## src/rtl/local_memory_wb_bridge_pkg.sv

```systemverilog
// local_memory_wb_bridge_pkg: shared state encoding and window decode widths for the WB-to-SRAM bridge
package local_memory_wb_bridge_pkg;
  typedef enum logic [1:0] {
    IDLE = 2'd0,
    REQ  = 2'd1,
    ACK  = 2'd2,
    ERR  = 2'd3
  } state_t;
  localparam int WIN_W  = 8;
  localparam int MEM_AW = 32 - WIN_W;
endpackage

```

## src/rtl/local_memory_wb_bridge_bus_timeout_counter.sv

```systemverilog
// bus_timeout_counter: counts stalled request cycles and flags the one that reaches the limit
//  clk, rst_n   clock and async active-low reset
//  i_enable     a stalled request cycle is being counted
//  i_clear      return the count to zero (wins over i_enable)
//  o_expired    this enabled cycle is the TIMEOUT_CYCLES-th stalled one
module bus_timeout_counter #(
  parameter int TIMEOUT_CYCLES = 255,
  parameter int TIMEOUT_WIDTH  = 8
) (
  input  logic clk,
  input  logic rst_n,
  input  logic i_enable,
  input  logic i_clear,
  output logic o_expired
);
  logic [TIMEOUT_WIDTH-1:0] r_count;
  always_ff @(posedge clk or negedge rst_n)
    if (!rst_n) r_count <= '0;
    else if (i_clear) r_count <= '0;
    else if (i_enable) r_count <= r_count + 1'b1;
  assign o_expired = i_enable && r_count == TIMEOUT_WIDTH'(TIMEOUT_CYCLES - 1);
endmodule

```

## src/rtl/local_memory_wb_bridge.sv

```systemverilog
// local_memory_wb_bridge: Wishbone B4 classic slave driving the wb-side request port of the local SRAM
//  clk, rst_n                 clock and async active-low reset
//  wb_cyc_i/stb_i/we_i        bus cycle, strobe, write
//  wb_sel_i, wb_adr_i, wb_dat_i  byte lanes, byte address, write data
//  wb_ack_o, wb_err_o         one-cycle completion / error pulses
//  wb_dat_o                   last captured read data
//  memAddress/ByteSelect/WriteEnable/DataWrite  request fields held through REQ
//  memEnable                  request valid (REQ only)
//  memDataRead, memBusy       memory read data and stall
module local_memory_wb_bridge
  import local_memory_wb_bridge_pkg::*;
#(
  parameter logic [WIN_W-1:0] BASE_ADDRESS   = 8'h30,
  parameter int               TIMEOUT_CYCLES = 255,
  parameter int               TIMEOUT_WIDTH  = 8
) (
  input  logic              clk,
  input  logic              rst_n,
  input  logic              wb_cyc_i,
  input  logic              wb_stb_i,
  input  logic              wb_we_i,
  input  logic [3:0]        wb_sel_i,
  input  logic [31:0]       wb_adr_i,
  input  logic [31:0]       wb_dat_i,
  output logic              wb_ack_o,
  output logic              wb_err_o,
  output logic [31:0]       wb_dat_o,
  output logic [MEM_AW-1:0] memAddress,
  output logic [3:0]        memByteSelect,
  output logic              memEnable,
  output logic              memWriteEnable,
  output logic [31:0]       memDataWrite,
  input  logic [31:0]       memDataRead,
  input  logic              memBusy
);
  state_t            r_state, w_next;
  logic [MEM_AW-1:0] r_adr;
  logic [3:0]        r_sel;
  logic              r_we;
  logic [31:0]       r_wdat, r_rdat;
  logic              w_req, w_hit, w_latch, w_capture, w_stall, w_expired;
  assign w_req     = wb_cyc_i && wb_stb_i;
  assign w_hit     = wb_adr_i[31:MEM_AW] == BASE_ADDRESS;
  assign w_stall   = r_state == REQ && wb_cyc_i && memBusy;
  bus_timeout_counter #(
    .TIMEOUT_CYCLES(TIMEOUT_CYCLES),
    .TIMEOUT_WIDTH (TIMEOUT_WIDTH)
  ) u_timeout (
    .clk      (clk),
    .rst_n    (rst_n),
    .i_enable (w_stall),
    .i_clear  (r_state != REQ),
    .o_expired(w_expired)
  );
  // Abort (cyc dropped) outranks completion and timeout while in REQ.
  always_comb begin
    w_next    = IDLE;
    w_latch   = 1'b0;
    w_capture = 1'b0;
    case (r_state)
      IDLE: begin
        w_next  = w_req ? (w_hit ? REQ : ERR) : IDLE;
        w_latch = w_req && w_hit;
      end
      REQ: begin
        w_next    = !wb_cyc_i ? IDLE : !memBusy ? ACK : w_expired ? ERR : REQ;
        w_capture = wb_cyc_i && !memBusy && !r_we;
      end
      default: w_next = IDLE;
    endcase
  end
  always_ff @(posedge clk or negedge rst_n)
    if (!rst_n) r_state <= IDLE;
    else r_state <= w_next;
  always_ff @(posedge clk or negedge rst_n)
    if (!rst_n) begin
      r_adr  <= '0;
      r_sel  <= '0;
      r_we   <= 1'b0;
      r_wdat <= '0;
      r_rdat <= '0;
    end else begin
      if (w_latch) begin
        r_adr  <= wb_adr_i[MEM_AW-1:0];
        r_sel  <= wb_sel_i;
        r_we   <= wb_we_i;
        r_wdat <= wb_dat_i;
      end
      if (w_capture) r_rdat <= memDataRead;
    end
  assign memEnable      = r_state == REQ;
  assign wb_ack_o       = r_state == ACK;
  assign wb_err_o       = r_state == ERR;
  assign memAddress     = r_adr;
  assign memByteSelect  = r_sel;
  assign memWriteEnable = r_we;
  assign memDataWrite   = r_wdat;
  assign wb_dat_o       = r_rdat;
endmodule

```

## config.mk

```make
export PLATFORM = sky130hd
export DESIGN_NAME = local_memory_wb_bridge
export DESIGN_NICKNAME = d
export VERILOG_FILES = /design/src/rtl/local_memory_wb_bridge_pkg.sv /design/src/rtl/local_memory_wb_bridge_bus_timeout_counter.sv /design/src/rtl/local_memory_wb_bridge.sv
export SDC_FILE = /design/constraint.sdc
export NUM_CORES = 1
export LEC_CHECK = 0
export ABC_AREA = 1
export BUFFER_PORTS_ARGS = -buffer_cell sky130_fd_sc_hd__buf_2
export CAP_MARGIN = 15
export CORE_MARGIN = 3
export CORE_UTILIZATION = 30
export DETAILED_ROUTE_END_ITERATION = 12
export PLACE_DENSITY = 0.67
export SLEW_MARGIN = 20
export SYNTH_ARGS = -nofsm -noshare
export SYNTH_HDL_FRONTEND = slang
export SYNTH_SLANG_ARGS = --single-unit
```

## constraint.sdc

```tcl
create_clock -name clk -period 2.2 [get_ports clk]
set_input_delay 0.44 -clock clk [delete_from_list [all_inputs] [get_ports clk]]
set_output_delay 0.44 -clock clk [all_outputs]
set_load 0.01 [all_outputs]
```

* After elaboration in Yosys (flattened, before gate mapping) *
Cells that the tools add are included.

word-level totals
  register bits = 103
  word-level logic and storage cells = 35
  input bits = 106
  output and inout bits = 96

cells by class
  add/sub/neg operators = 1
  multiplexer cells = 10
  equality and inequality tests = 6
  reduce and logical (&&, ||, !) cells = 11

operators by type and width
  operator                                             number
  two-way mux 8 bit                                    2
  two-way mux 2 bit                                    5
  adder 8 x 1 -> 8 bit, second input constant          1
  equality test 8 x 6 -> 1 bit, second input constant  1
  equality test 8 bit, second input constant           1
  logical AND 1 bit                                    7
  equality test 2 bit, second input constant           2
  one-hot mux 2 bit (2 select lines)                   1
  equality test 2 x 1 -> 1 bit, second input constant  1
  logical NOT 1 bit                                    2
  logical NOT 2 bit                                    1
  two-way mux 1 bit                                    2
  != test 2 x 1 -> 1 bit, second input constant        1
  nonzero test 2 bit                                   1

* Depth between registers and ports, before layout *
  depth after elaboration = 8
  gate-level depth with buffers = 7
  gate-level depth less buffers = 7

* By module *
From an unflattened synthesis, not the netlist that was laid out.

second synthesis, totals
  cells, all modules = 495
  area total of the unflattened synthesis = 4286.6 µm²

by module, submodules not included
  module                  cells each  area each (µm²)  instances  seq. area each (µm²)
  local_memory_wb_bridge  431         3812.4           1          2377.3
  bus_timeout_counter     64          474.2            1          200.2

* Least setup slack after synthesis *
Ideal clock, no wire load.

  path type = input-to-reg
  start = input wb_adr_i[25]
  end = register r_we (netlist: memWriteEnable)
  path buffers = 1
  path slack = 0.850 ns
  stages on the path = 7
  data arrival time = 1.233 ns
  required time = 2.083 ns
  library setup time = 0.117 ns
  cells stage by stage = nor2_1 -> nand3_1 -> nor2_2 -> nand2_1 -> buf_2 -> nand2_1 -> nand2_1

between the ends
  longest elaborated chain between the ends = 3

RTL lines
  element                       line                          source
  start, declared               local_memory_wb_bridge.sv:23  input logic [31:0] wb_adr_i,
  equality test 8 x 6 -> 1 bit  local_memory_wb_bridge.sv:43  assign w_hit = wb_adr_i[31:MEM_AW] == BASE_ADDRESS;
  logical AND 1 bit             local_memory_wb_bridge.sv:63  w_latch = w_req && w_hit;
  two-way mux 1 bit             local_memory_wb_bridge.sv:60  case (r_state)
  end signal, assigned          local_memory_wb_bridge.sv:86  r_we <= wb_we_i;
  end, declared                 local_memory_wb_bridge.sv:39  logic r_we;

No other way between the ends.
A chain may end at the register's enable or synchronous reset.

* Final worst setup path *
  start = register r_state[0]
  end = output memEnable

between the ends
  longest elaborated chain between the ends = 1

RTL lines
  element                       line                          source
  start, declared               local_memory_wb_bridge.sv:36  state_t r_state, w_next;
  start signal, assigned        local_memory_wb_bridge.sv:74  else r_state <= w_next;
  equality test 2 x 1 -> 1 bit  local_memory_wb_bridge.sv:91  assign memEnable = r_state == REQ;
  end, declared                 local_memory_wb_bridge.sv:30  output logic memEnable,

No other way between the ends.

==> summary.md <==
| Metric | Value |
|---|---|
| Power share of the sequential group | `47.3%` |
| Top routing layer in use | `met4` |
| Max Cap Violations | `0` |
| TritonCTS clock tree | `built` |
| Starting Density | `between 30% and 40%` |
| Switch Pwr | `1.217 mW` |
| Largest net degree at the start of global routing | `between 60 and 70` |
| Worst-margin pin slew | `515.8 ps` |
| Post-CTS setup buffers | `0` |
| Worst EP required | `1760 ps` |
| Final wirelength | `11.62 mm` |
| RSZ-0062 raised after global routing | `no` |
| Fin crit period | `between 1500 and 2000 ps` |
| Worst VDD drop | `0.2880 mV` |
| Met3 WL post-DR | `979 um` |
| Cell Rows | `42` |
| Critical path's slowest cell | `dfrtp_1` |
| Pwr dens | `~800 mW/mm^2` |
| Total track usage | `14.98%` |
| Initial DRC Count | `153` |
| Total power | `4.691 mW` |
| CP cell instances | `inv_1 > nor2_2 > buf_2` |
| Longest Clk Path Bufs | `2` |
| Worst Setup Path Type | `flip-flop to output pin` |
| Die ar. | `0.01564 mm^2` |
| Remaining Overflow, GRT | `0` |
| Slew HR | `65.61%` |
| Clk_lat worst skew | `340 ps` |
| FF-to-FF Start | `r_state[0]` |
| CP arrival | `1480 ps` |
| Status | `completed` |
| IO Pins | `202` |
| Dpl hpwl | `~8.3 mm` |
| Wl on met1 | `5.338 mm` |
| Final Hold Fails | `0` |
| Reg2reg setup slack | `520 ps` |
| # H-tree levels | `3` |
| Skew final | `between 5 and 6 ps` |
| Post-CTS sizing | `0` |
| Initial antenna violation count | `1` |
| Worst R2R End | `wb_dat_o[17]` |
| #FFs+latches synth | `just over 100` |
| CTS buffer count | `9` |
| Met2 WL post-DR | `5.065 mm` |
| HP Class | `primary input to asynchronous set/reset pin` |
| Multi-input logic area | `0.001508 mm^2` |
| Clock share of power | `36.3%` |
| Routed len/inst | `roughly 13 um` |
| Critical Path Fanout Max | `11` |
| Vias | `slightly below 4,000` |
| Post-synth net total | `599` |
| Routability congestion estimate | `0.8037` |
| DR pass1 iterations | `4` |
| Dominant synthesized flop cell | `dfrtp_1` |
| Synth cell types | `16` |
| FF/Latch Area | `~0.0026 mm^2` |
| Max Freq | `~520 MHz` |
| Slew Viols, Final | `0` |
| Final net count | `792` |
| Fillers | `1,388` |
| TNS Setup | `0 ps` |
| Finish-stage setup viols | `0` |
| Synth Instances | `approximately 490` |
| Sw Share | `about a quarter` |
| Gate power share | `16.3%` |
| DRC viols | `0` |
| Antenna-violating nets left | `0` |
| Syn_area_per_cell | `8.659 um^2` |
| Critical Path Start Type | `flip-flop` |
| Root Driver | `clkbuf_16` |
| Proportion of layout cells with a drive suffix above 1 | `33.62%` |
| FFs w/ async S/R, synth | `100.0%` |
| Power Internal | `roughly 3.5 mW` |
| Die Wd | `~130 um` |
| CORE AREA | `approximately 0.014 mm^2` |
| Period Utilization, post-route | `87.16%` |
| Reg clk slew, reported paths | `60 ps` |
| P&R area growth vs syn | `36.49%` |
| Lkg Pwr | `between 3 and 4 nW` |
| IO buf count | `about 200` |
| Critical Path End Type | `output pin` |
| Final setup margin | `282.5 ps` |
| Number of synthesized flops with an enable pin | `0` |
| YS warnings | `0` |
| Syn Std Cell Area | `0.004252 mm^2` |
| Vias in the first global route | `around 3,900` |
| Die height | `125.0 um` |
| Worst-case reg-to-reg path depth | `5` |
| Dpl ws | `519.1 ps` |
| Vias per inst | `4.534` |
| Sink Count | `about 100` |
| Hold_buf cts | `0` |
| CP max stage delay | `440 ps` |
| Post-synthesis sequential area ratio | `60.62%` |
| Global-route wire length before repair | `19.23 mm` |
power by group through the flow:
stage	clock, mW	sequential (mW)	combinational (mW)
2_1_floorplan	0	2.36	0.236
5_1_grt	1.82	2.25	0.866
6_report	1.70	2.22	0.767
3_5_place_dp	0	2.25	0.786
3_3_place_gp	0	2.25	0.771
4_1_cts	1.77	2.22	0.785
per-layer routing:
metal	vias to the layer above	global-route usage, %
li1	1957	-
met1	1790	20.44
met2	155	22.78
met3	15	3.795
met4	0	6.314
met5	-	0
flip-flops by register name, indices dropped and copies added, names as in the netlist:
signal	cells
memAddress	24
u_timeout.r_count	8
r_state	2
memWriteEnable	1
wb_dat_o	32
memDataWrite	32
memByteSelect	4
cell usage in the layout, fill, tap and decap left out, types with 3 or more instances in the layout:
cell type,count
o21ai_0,5
dfrtp_1,103
nand3_1,99
buf_12,4
nand2_1,212
nand4_1,3
buf_4,6
clkbuf_16,9
buf_2,200
inv_1,13
a21oi_1,3
nor2_1,15
per-stage QoR:
| stage | utilization, % | hold slack, ps | area [um^2] | std cells |
|---|---|---|---|---|
| floorplan | - | 144.4 | 4252 | 491 |
| global placement | 40.42 | 449.0 | 5480 | 849 |
| detailed placement | 40.42 | 453.1 | 5480 | 849 |
| CTS | 42.78 | 78.71 | 5801 | 863 |
| global route | 42.80 | 106.0 | 5803 | 864 |
| finish | 42.80 | 70.44 | 5803 | 864 |
cell usage after synthesis, drive strengths merged (2+ instances only):
cell type | number | area [um^2]
a21oi | 3 | 15.01
buf | 21 | 105.1
clkbuf | 7 | 26.28
dfrtp | 103 | 2577
ha | 2 | 25.02
inv | 13 | 48.80
nand2 | 213 | 799.5
nand3 | 99 | 495.5
nand4 | 3 | 18.77
nor2 | 18 | 75.07
nor3 | 2 | 26.28
o21ai | 5 | 25.02
logic make-up after synthesis:
| kind of cell | after synthesis | synth area share (%) |
|---|---|---|
| simple gates | 337 | 33.61 |
| buf+inv | 41 | 4.238 |
| flops | 103 | 60.62 |
| compound gates | 8 | 0.9415 |
| fa+ha+maj | 2 | 0.5885 |
worst max-delay path: cells and delay by family, from the launching register on:
kind | cells | cell delay, ps
buffers and inverters | 2 | 290
AND/OR/NAND/NOR | 1 | 400
flip-flops | 1 | 440
worst max path at each step:
stage / startpoint / to / slack [ps] / cells after the start
after floorplan: wb_adr_i[25] / memWriteEnable / 850 / 7
after global placement: wb_adr_i[25] / memDataWrite[18] / 540 / 8
after detailed placement: wb_adr_i[25] / memDataWrite[5] / 520 / 8
after CTS: r_state[0] / memEnable / 290 / 3
after global routing: r_state[0] / memEnable / 190 / 3
final: r_state[0] / memEnable / 280 / 3
area by class of cell:
cell class                      instances  area share (%)
Sequential cell                       103           44.42
Multi-Input combinational cell        347           25.98
Timing Repair Buffer                  210           19.40
Clock buffer                           11           4.355
Tap cell                              176           3.795
Clock inverter                          3           1.164
Inverter                               13          0.8409
Antenna cell                            1         0.04312
No activity file was read; power rests on OpenSTA's default activity.
